===== src/rtl/issue_sched_if.sv =====
// ============================================================================
// issue_sched_if : front-end inputs and execute-pipe outputs of issue_sched
// Optional stats ports: ISSUE_SCHED_STATS_EN         Rev 1.0
// ============================================================================
`default_nettype none

interface issue_sched_if;
   logic        start;
   logic [2:0]  opcode;
   logic [4:0]  Rs1;
   logic [4:0]  Rs2;
   logic [4:0]  Rd;
   logic [11:0] imm;
   logic        stall;
   logic [2:0]  iss_opcode;
   logic [4:0]  iss_Rs1;
   logic [4:0]  iss_Rs2;
   logic [4:0]  iss_Rd;
   logic [11:0] iss_imm;
   logic        busy;
   logic [1:0]  state;
`ifdef ISSUE_SCHED_STATS_EN
   logic [15:0] stall_cnt;
   logic [15:0] issue_cnt;
`endif

   modport master (
      output start, opcode, Rs1, Rs2, Rd, imm,
`ifdef ISSUE_SCHED_STATS_EN
      input  stall_cnt, issue_cnt,
`endif
      input  stall, iss_opcode, iss_Rs1, iss_Rs2, iss_Rd, iss_imm, busy, state
   );

   modport slave (
      input  start, opcode, Rs1, Rs2, Rd, imm,
`ifdef ISSUE_SCHED_STATS_EN
      output stall_cnt, issue_cnt,
`endif
      output stall, iss_opcode, iss_Rs1, iss_Rs2, iss_Rd, iss_imm, busy, state
   );
endinterface

`default_nettype wire


===== src/rtl/issue_sched.sv =====
// ============================================================================
// issue_sched : scoreboard issue scheduler with RAW/WAW hold and run/drain FSM
// Optional stall/issue counters: ISSUE_SCHED_STATS_EN  Rev 1.0
// ============================================================================
`default_nettype none

module issue_sched #(
   parameter int WIDTH   = 32,
   parameter int LAT_ALU = 2,
   parameter int LAT_MUL = 3
) (
   input  logic         clk,
   input  logic         rst,
   issue_sched_if.slave bus
);
   localparam logic [2:0] OP_NOP  = 3'b000;
   localparam logic [2:0] OP_ADD  = 3'b001;
   localparam logic [2:0] OP_MUL  = 3'b010;
   localparam logic [2:0] OP_ADDI = 3'b011;
   localparam logic [1:0] LAT_A   = 2'(LAT_ALU);
   localparam logic [1:0] LAT_M   = 2'(LAT_MUL);

   generate
      if (WIDTH < 1 || LAT_ALU < 1 || LAT_MUL < LAT_ALU || LAT_MUL > 3) begin : g_param_check
         $error("issue_sched: invalid WIDTH/LAT_ALU/LAT_MUL");
      end
   endgenerate

   typedef enum logic [1:0] {
      IDLE  = 2'b00,
      RUN   = 2'b01,
      DRAIN = 2'b10
   } state_t;

   state_t     state;
   logic [1:0] sb [0:31];

   logic       is_mul, is_valid, use_rs2;
   logic [1:0] lat;
   logic       raw, waw, stall, do_issue, all_clear;

   always_comb begin
      is_mul    = (bus.opcode == OP_MUL);
      is_valid  = (bus.opcode == OP_ADD) || is_mul || (bus.opcode == OP_ADDI);
      use_rs2   = (bus.opcode == OP_ADD) || is_mul;
      lat       = is_mul ? LAT_M : LAT_A;
      // sb[0] is never loaded, so x0 never reports pending
      raw       = is_valid && ((sb[bus.Rs1] != 2'd0) || (use_rs2 && (sb[bus.Rs2] != 2'd0)));
      waw       = is_valid && (bus.Rd != 5'd0) && (sb[bus.Rd] > lat);
      stall     = (state == RUN) && (raw || waw);
      do_issue  = (state == RUN) && !stall;
      all_clear = 1'b1;
      for (int i = 1; i < 32; i++) begin
         if (sb[i] != 2'd0) all_clear = 1'b0;
      end
   end

   assign bus.stall = stall;
   assign bus.state = state;

   always_ff @(posedge clk or negedge rst) begin
      if (!rst) begin
         for (int i = 0; i < 32; i++) sb[i] <= 2'd0;
      end else begin
         for (int i = 1; i < 32; i++) begin
            if (do_issue && is_valid && (bus.Rd == 5'(i))) sb[i] <= lat;
            else if (sb[i] != 2'd0)                         sb[i] <= sb[i] - 2'd1;
         end
      end
   end

   always_ff @(posedge clk or negedge rst) begin
      if (!rst) begin
         state          <= IDLE;
         bus.busy       <= 1'b0;
         bus.iss_opcode <= OP_NOP;
         bus.iss_Rs1    <= 5'd0;
         bus.iss_Rs2    <= 5'd0;
         bus.iss_Rd     <= 5'd0;
         bus.iss_imm    <= 12'd0;
      end else begin
         if (do_issue) begin
            bus.iss_opcode <= bus.opcode;
            bus.iss_Rs1    <= bus.Rs1;
            bus.iss_Rs2    <= bus.Rs2;
            bus.iss_Rd     <= bus.Rd;
            bus.iss_imm    <= bus.imm;
         end else begin
            bus.iss_opcode <= OP_NOP;
            bus.iss_Rs1    <= 5'd0;
            bus.iss_Rs2    <= 5'd0;
            bus.iss_Rd     <= 5'd0;
            bus.iss_imm    <= 12'd0;
         end
         case (state)
            IDLE: begin
               if (bus.start) begin
                  state    <= RUN;
                  bus.busy <= 1'b1;
               end
            end
            RUN: begin
               if (!bus.start) state <= DRAIN;
               bus.busy <= 1'b1;
            end
            DRAIN: begin
               // a returning start wins over an empty scoreboard
               if (bus.start) begin
                  state    <= RUN;
                  bus.busy <= 1'b1;
               end else if (all_clear) begin
                  state    <= IDLE;
                  bus.busy <= 1'b0;
               end
            end
            default: begin
               state    <= IDLE;
               bus.busy <= 1'b0;
            end
         endcase
      end
   end

`ifdef ISSUE_SCHED_STATS_EN
   always_ff @(posedge clk or negedge rst) begin
      if (!rst) begin
         bus.stall_cnt <= 16'd0;
         bus.issue_cnt <= 16'd0;
      end else begin
         if (stall && (bus.stall_cnt != 16'hFFFF))
            bus.stall_cnt <= bus.stall_cnt + 16'd1;
         if (do_issue && is_valid && (bus.issue_cnt != 16'hFFFF))
            bus.issue_cnt <= bus.issue_cnt + 16'd1;
      end
   end
`endif

endmodule

`default_nettype wire


===== src/flat_wrapper.sv =====
// flat-port wrapper written by rule: the top's interface ports become plain ports
module issue_sched_flat 
#(
   parameter int WIDTH   = 32,
   parameter int LAT_ALU = 2,
   parameter int LAT_MUL = 3
)
  (clk, rst, bus_start, bus_opcode, bus_Rs1, bus_Rs2, bus_Rd, bus_imm, bus_stall, bus_iss_opcode, bus_iss_Rs1, bus_iss_Rs2, bus_iss_Rd, bus_iss_imm, bus_busy, bus_state);
  issue_sched_if bus_i ();
  input  logic clk;
  input  logic rst;
  input wire logic [$bits(bus_i.start)-1:0] bus_start;
  input wire logic [$bits(bus_i.opcode)-1:0] bus_opcode;
  input wire logic [$bits(bus_i.Rs1)-1:0] bus_Rs1;
  input wire logic [$bits(bus_i.Rs2)-1:0] bus_Rs2;
  input wire logic [$bits(bus_i.Rd)-1:0] bus_Rd;
  input wire logic [$bits(bus_i.imm)-1:0] bus_imm;
  output wire logic [$bits(bus_i.stall)-1:0] bus_stall;
  output wire logic [$bits(bus_i.iss_opcode)-1:0] bus_iss_opcode;
  output wire logic [$bits(bus_i.iss_Rs1)-1:0] bus_iss_Rs1;
  output wire logic [$bits(bus_i.iss_Rs2)-1:0] bus_iss_Rs2;
  output wire logic [$bits(bus_i.iss_Rd)-1:0] bus_iss_Rd;
  output wire logic [$bits(bus_i.iss_imm)-1:0] bus_iss_imm;
  output wire logic [$bits(bus_i.busy)-1:0] bus_busy;
  output wire logic [$bits(bus_i.state)-1:0] bus_state;
  assign bus_i.start = bus_start;
  assign bus_i.opcode = bus_opcode;
  assign bus_i.Rs1 = bus_Rs1;
  assign bus_i.Rs2 = bus_Rs2;
  assign bus_i.Rd = bus_Rd;
  assign bus_i.imm = bus_imm;
  assign bus_stall = bus_i.stall;
  assign bus_iss_opcode = bus_i.iss_opcode;
  assign bus_iss_Rs1 = bus_i.iss_Rs1;
  assign bus_iss_Rs2 = bus_i.iss_Rs2;
  assign bus_iss_Rd = bus_i.iss_Rd;
  assign bus_iss_imm = bus_i.iss_imm;
  assign bus_busy = bus_i.busy;
  assign bus_state = bus_i.state;
  issue_sched #(.WIDTH(WIDTH), .LAT_ALU(LAT_ALU), .LAT_MUL(LAT_MUL)) u_core (.clk(clk), .rst(rst), .bus(bus_i));
endmodule

===== config.mk =====
export PLATFORM = sky130hd
export DESIGN_NAME = issue_sched_flat
export DESIGN_NICKNAME = d
export VERILOG_FILES = /design/src/rtl/issue_sched_if.sv /design/src/rtl/issue_sched.sv /design/src/flat_wrapper.sv
export SDC_FILE = /design/constraint.sdc
export NUM_CORES = 1
export LEC_CHECK = 0
export ABC_AREA = 1
export CORE_ASPECT_RATIO = 1.2
export CORE_MARGIN = 5
export CORE_UTILIZATION = 35
export DETAILED_ROUTE_END_ITERATION = 7
export PLACE_DENSITY = 0.6
export RECOVER_POWER = 25
export SETUP_SLACK_MARGIN = 0.1
export SLEW_MARGIN = 20
export SYNTH_ARGS = -nofsm -noshare
export SYNTH_HDL_FRONTEND = slang
export SYNTH_SLANG_ARGS = --single-unit

===== constraint.sdc =====
create_clock -name clk -period 3.6 [get_ports clk]
set_input_delay 0.72 -clock clk [delete_from_list [all_inputs] [get_ports clk]]
set_output_delay 0.72 -clock clk [all_outputs]
set_load 0.01 [all_outputs]

==> results.py, run 1 <==
metrics = {
    "status": {
        "status": "complete, but fails checks",
        "violations": "capacitance limit, slew limit",
    },
    "global_route": {
        "track_usage_pct": 20.2,
        "grt_pass1_vias": 5946,
        "antenna_found_initial": 1,
        "grt_pass1_wl_um": 32600,
        "grt_start_max_net_pins": 57,
        "grt_remaining_overflow": 0,
    },
    "die": {
        "core-area_sq_mm": 0.0176,
        "ioPinCount": 67,
        "die_area_sq_mm": 0.0207,
        "rows": 53,
        "die_w_um": 132,
        "die_y_um": 157,
        "start_util_pct": 35.7,
    },
    "timing": {
        "slew_viol_final": 40,
        "finalCriticalPeriod_ns": 3.41,
        "setup_viol": 0,
        "relSlewSlack_pct": -57.3,
        "skew_ns": 0.00875,
        "worstMarginPinSlew_ns": 2.36,
        "finalCritPeriodShare_pct": 94.7,
        "timing.hold.ws_ns": 0.499,
        "rsz0062_at_grt": "no",
        "fmax_mhz": 293,
        "hold_viol_final": 0,
    },
    "cells_and_area": {
        "layout_common_cells": "nand2_1 (196), nor2_1 (178), inv_1 (124)",
        "syn_to_final_growth_pct": 25.8,
        "regArea_sq_mm": 0.00238,
        "drive_gt1_share_pct": 12.5,
        "multi_input_area_sq_mm": 0.00331,
        "stdcell_area_sq_mm": 0.00790,
        "fillers": 1772,
        "nets": 1051,
        "antenna_cells": 0,
        "final_common_cell": "nand2_1",
    },
    "drt": {
        "drt-initial-drc-count": 496,
        "routedWlPerCell_um": 17.2,
        "wl_um": 20900,
        "drc": 0,
        "vias": 6086,
        "viasPerCell": 5.03,
        "detail-route-antenna-nets": 0,
        "drtPass1Iterations": 5,
    },
    "run": {
        "maxCapViolCount": 1,
    },
    "power": {
        "p_int_uw": 3150,
        "combPwrFrac_pct": 49.4,
        "switching_share_pct": 44.6,
        "seq_power_share_pct": 33.9,
        "leakage_uw": 0.00414,
        "power_uw": 5700,
        "power_density_mw_per_mm2": 721,
        "clockPowerShare_pct": 16.6,
        "p_switching_uw": 2540,
        "vdd_drop_max_uv": 270,
    },
    "synthesis": {
        "syn_nets": 932,
        "ys_seq_area_share_pct": 37.9,
        "synthesis.yosys.warnings": 2,
        "synth_cell_types": 40,
        "ys_seq_elements": 95,
        "syn_area_per_cell_sq_um": 7.24,
        "synth_edf_count": 0,
        "synthesis.area_sq_mm": 0.00628,
        "async_flop_share_pct": 100,
        "synth_ff_type": "dfrtp_1",
        "postSynthCellCount": 867,
    },
    "clocking": {
        "root_buffer": "clkbuf_16",
        "cts_made_buffers": 9,
        "clk_pin_slew_ns": 0.07,
        "hold_buffers": 0,
        "htree_levels": 3,
        "cts_tree": "yes",
        "clk_latency_ns": 0.36,
        "cts_sinks": 95,
        "clk_path_buf_depth": 2,
    },
    "worst_setup_path": {
        "path_class": "input pin to output pin",
        "crit_fanout": 5,
        "r2r-start": "u_core.sb[14]",
        "startpoint_type": "input pin",
        "reg2reg_to": "u_core.sb[30]",
        "r2r_cells": 17,
        "crit_buf_inv": 3,
        "arrival_ns": 2.69,
        "cp_data_required_time_ns": 2.88,
        "rrSetupSlack_ns": 0.71,
        "critPathMaxStageDelay_ns": 0.56,
        "cp_common_cell": "nand3_1",
        "cp-startpoint": "bus_Rs2[0]",
        "cp_top_family": "simple AND/OR/NAND/NOR gates",
        "end_kind": "output pin",
        "crit_chain": "clkdlybuf4s50_1 -> inv_1 -> nor2_1 -> o21ai_0 -> nand4_1 -> nand3_1 -> nand3_1 -> nand3_1 -> nand3_4 -> nand2_4 -> nor2_2 -> buf_2",
        "crit_slowest_cell": "clkdlybuf4s50_1",
    },
    "hold_path": {
        "min_from": "u_core.sb[31]",
        "min_path_type": "flip-flop to flip-flop",
        "min_to": "u_core.sb[31]",
        "worstHoldPathCells": 2,
    },
    "placement": {
        "dp.final_hpwl_um": 16400,
        "placed_area_sq_mm": 0.00753,
        "gp_congestion": 0.943,
        "io_buffer_count": 66,
    },
}
## routing by layer
layer / GRT usage (%) / vias to the layer above / wire (um)
li1: - / 2990 / -
met2: 35.1 / 167 / 10500
met1: 24.3 / 2873 / 8460
met3: 3.31 / 54 / 991
met4: 10.3 / 2 / 915
met5: 0 / - / 13
## cell families (layout without fill, tap and decap cells)
logic type | after synthesis | in the layout | share of synthesized area [%]
buf+inv | 153 | 277 | 10.5
fa+ha+maj | 32 | 32 | 6.38
compound gates | 88 | 88 | 8.61
xor+xnor | 31 | 31 | 4.33
simple gates | 468 | 468 | 32.3
flops | 95 | 95 | 37.9
## worst max-delay path by stage
stage           endpoint  cells past startpoint
2_1_floorplan  bus_stall                     15
3_3_place_gp   bus_stall                     13
3_5_place_dp   bus_stall                     13
4_1_cts        bus_stall                     15
5_1_grt        bus_stall                     15
6_report       bus_stall                     12
## through the flow
stage	instances	util (%)	setup WS (ns)	TNS, ns
after floorplan	867	-	0.151	0
after global placement	1192	42.8	-0.741	-12.10
after detailed placement	1192	42.8	-0.793	-16.30
after CTS	1212	44.8	0.101	0
after global routing	1211	44.9	0.0738	0
final	1211	44.9	0.192	0
## cell usage after synthesis, types with 4 or more instances
cell,n,area (sq um)
xnor2_1,13,114
nand2_1,196,736
buf_2,4,20.0
o21ai_0,23,115
nor3_1,4,20.0
o211ai_1,18,135
inv_2,5,18.8
inv_1,126,473
o22ai_1,9,56.3
nand3_1,35,175
nor2_1,184,691
clkbuf_1,7,26.3
a21oi_1,21,105
xor2_1,18,158
buf_6,5,56.3
nand4_2,9,113
ha_1,32,400
dfrtp_1,95,2380
nand4_1,23,144
nor2_2,4,25.0
## power groups by stage
stage               Sequential [uW]  Combinational, uW  Clock, uW
finish                         1930               2820        947
global route                   1980               3230       1010
CTS                            1920               2820        966
detailed placement             1940               2770          0
global placement               1930               2730          0
floorplan                      1810               2030          0
## cell type report
cell class / instances / area share [%]
Multi-Input combinational cell: 619 / 42.0
Sequential cell: 95 / 30.1
Timing Repair Buffer: 128 / 14.5
Inverter: 133 / 6.42
Tap cell: 220 / 3.49
Clock buffer: 10 / 2.90
Clock inverter: 6 / 0.650
## state kept, by name, summed over array words and instances (netlist names)
signal	count
u_core.bus.busy	1
u_core.bus.iss_Rs2	5
u_core.bus.iss_Rd	5
u_core.bus.state	2
u_core.bus.iss_Rs1	5
u_core.sb	62
u_core.bus.iss_opcode	3
u_core.bus.iss_imm	12
## worst reg2reg max path, stage by stage, from the launching register on
cell,delay (ns)
dfrtp_1,0.43
a22oi_2,0.17
o221ai_1,0.14
a22o_1,0.26
o32ai_2,0.30
ha_1,0.21
nor2_2,0.05
nand3_2,0.07
nand3_4,0.09
nand2_4,0.08
buf_4,0.10
buf_4,0.28
nand2_4,0.12
nor2_8,0.11
buf_12,0.17
nand2_1,0.11
nand2_1,0.07
nand2_1,0.04
## what timing repair did
action	4_1_cts	5_1_grt
pin swaps	11	8
endpoints found under the hold margin	0	0
setup buffers	4	0
endpoints found under the setup margin	14	1
gates resized for setup	29	10
Note: power is estimated with default switching activity, not from simulation.
==> run 2, diff against run 1 <==
--- a/config.mk
+++ b/config.mk
@@ -8,9 +8,9 @@
 export ABC_AREA = 1
 export CORE_ASPECT_RATIO = 1.2
 export CORE_MARGIN = 5
-export CORE_UTILIZATION = 35
+export CORE_UTILIZATION = 48
 export DETAILED_ROUTE_END_ITERATION = 7
-export PLACE_DENSITY = 0.6
+export PLACE_DENSITY = 0.75
 export RECOVER_POWER = 25
 export SETUP_SLACK_MARGIN = 0.1
 export SLEW_MARGIN = 20
==> results.py, run 2 (same netlist as run 1, synthesis figures left out) <==
metrics = {
    "clocking": {
        "clk_path_buf_depth": 2,
        "cts_made_buffers": 9,
        "cts_sinks": 95,
        "hold_buffers": 0,
        "clk_pin_slew_ns": 0.07,
        "cts_tree": "yes",
        "root_buffer": "clkbuf_16",
        "htree_levels": 3,
        "clk_latency_ns": 0.35,
    },
    "timing": {
        "tns_ns": 0,
        "skew_ns": 0.0103,
        "relSlewSlack_pct": -32.9,
        "worst_slack_ns": 0.164,
        "slew_viol_final": 78,
        "hold_viol_final": 0,
        "fmax_mhz": 291,
        "finalCritPeriodShare_pct": 95.4,
        "setup_viol": 0,
        "finalCriticalPeriod_ns": 3.44,
        "worstMarginPinSlew_ns": 1.99,
        "rsz0062_at_grt": "no",
    },
    "placement": {
        "io_buffer_count": 66,
        "dp.final_hpwl_um": 15200,
        "pre_cts_slack_ns": -0.698,
        "gp_congestion": 0.994,
    },
    "worst_setup_path": {
        "arrival_ns": 2.72,
        "startpoint_type": "input pin",
        "cp_data_required_time_ns": 2.88,
        "critPathMaxStageDelay_ns": 0.52,
        "crit_slowest_cell": "clkdlybuf4s50_1",
        "crit_chain": "clkdlybuf4s50_1 -> nor2_2 -> nand2_1 -> and2_1 -> nand3_1 -> nand3_1 -> nand2_1 -> nand2_1 -> nand2_1 -> nand3_4 -> nand2_4 -> nor2_2 -> buf_2",
        "path_class": "input pin to output pin",
        "cp_common_cell": "nand2_1",
        "end_kind": "output pin",
        "crit_fanout": 5,
    },
    "status": {
        "status": "complete, but fails checks",
        "violations": "capacitance limit, slew limit",
    },
    "hold_path": {
        "min_path_type": "flip-flop to flip-flop",
    },
    "cells_and_area": {
        "final_util_pct": 61.9,
        "drive_gt1_share_pct": 13.2,
        "layout_common_cells": "nand2_1 (194), nor2_1 (179), inv_1 (124)",
        "antenna_cells": 0,
        "nets": 1052,
        "largest_reg_flops": 62,
        "fillers": 1192,
        "reg_top3": "u_core.sb (62), u_core.bus.iss_imm (12)",
        "final_common_cell": "nand2_1",
        "regMostFlops": "u_core.sb",
        "multi_input_area_sq_mm": 0.00334,
        "regArea_sq_mm": 0.00238,
        "syn_to_final_growth_pct": 25.5,
    },
    "power": {
        "clockPowerShare_pct": 17.2,
        "power_density_mw_per_mm2": 735,
        "combPwrFrac_pct": 49.1,
        "p_switching_uw": 2560,
        "vdd_drop_max_uv": 334,
        "seq_power_share_pct": 33.7,
        "switching_share_pct": 44.2,
        "p_int_uw": 3230,
        "leakage_uw": 0.00420,
    },
    "global_route": {
        "grt_pass1_vias": 5995,
        "grt_pass1_wl_um": 31100,
        "grt_start_max_net_pins": 78,
        "antenna_found_initial": 0,
        "grt_remaining_overflow": 0,
        "track_usage_pct": 26.1,
    },
    "die": {
        "die_w_um": 114,
        "rows": 45,
        "ioPinCount": 67,
        "die_y_um": 135,
        "core-area_sq_mm": 0.0127,
        "die_area_sq_mm": 0.0155,
        "start_util_pct": 49.3,
    },
    "drt": {
        "routedWlPerCell_um": 17.1,
        "vias": 6190,
        "viasPerCell": 5.35,
        "detail-route-antenna-nets": 0,
        "wl_um": 19700,
        "drc": 0,
        "drtPass1Iterations": 7,
        "drt-initial-drc-count": 505,
    },
    "run": {
        "maxCapViolCount": 1,
    },
}
## run 2: area by class of cell
class	count	area share [%]
Clock buffer	10	2.91
Clock inverter	6	0.953
Inverter	133	6.40
Multi-Input combinational cell	619	42.4
Sequential cell	95	30.2
Tap cell	164	2.61
Timing Repair Buffer	129	14.6
## run 2: path summary, 6_finish.rpt
path	end	slack (ns)	depth (start not counted)	start
max in group asynchronous	u_core.bus.iss_Rs2[3]	1.50	1	rst
worst max register to register	u_core.sb[20]	0.83	16	u_core.sb[22]
worst min-delay path	u_core.sb[31]	0.50	2	u_core.sb[31]
worst max-delay path	bus_stall	0.16	13	bus_Rs1[1]
worst min register to register	u_core.sb[31]	0.50	2	u_core.sb[31]
min in group asynchronous	u_core.bus.iss_Rd[4]	0.93	1	rst
## run 2: metal layers
| layer | global-route usage, % | wire [um] | vias up |
|---|---|---|---|
| met4 | 12.4 | 1050 | 0 |
| met5 | 0 | 0 | - |
| met2 | 44.2 | 9670 | 235 |
| met1 | 32.2 | 7830 | 2887 |
| met3 | 4.24 | 1160 | 75 |
| li1 | - | - | 2993 |
## run 2: repair_timing
item / CTS / global route
hold endpoints to repair: 0 / 0
setup buffers: 6 / 4
setup endpoints to repair: 1 / 1
gates resized for setup: 35 / 10
pin swaps: 15 / 8
## run 2: stage by stage
stage	total power, uW	hold WS (ns)	area, sq um	std cells
floorplan	3840	0.424	6280	867
global placement	4590	0.477	7410	1131
detailed placement	4690	0.486	7410	1131
CTS	5750	0.499	7820	1153
global route	6280	0.526	7880	1156
finish	5790	0.497	7880	1156
## run 2: power by group through the flow
stage          combinational [uW]  clock [uW]  sequential (uW)
2_1_floorplan                2030           0             1810
3_3_place_gp                 2660           0             1930
3_5_place_dp                 2750           0             1940
4_1_cts                      2810        1010             1930
5_1_grt                      3230        1050             2000
6_report                     2840         996             1950
## run 2: critical path, delay by kind of cell
kind | cells | cell delay, ns
buffers and inverters | 2 | 0.65
AND/OR/NAND/NOR | 11 | 1.32
==> run 3, diff against run 2 <==
--- a/config.mk
+++ b/config.mk
@@ -10,9 +10,11 @@
 export CORE_MARGIN = 5
 export CORE_UTILIZATION = 48
 export DETAILED_ROUTE_END_ITERATION = 7
+export HOLD_SLACK_MARGIN = 0.03
 export PLACE_DENSITY = 0.75
 export RECOVER_POWER = 25
 export SETUP_SLACK_MARGIN = 0.1
+export SKIP_LAST_GASP = 1
 export SLEW_MARGIN = 20
 export SYNTH_ARGS = -nofsm -noshare
 export SYNTH_HDL_FRONTEND = slang
==> results of run 3 <==
No change in the layout: final DEF, timing and power equal those of run 2.
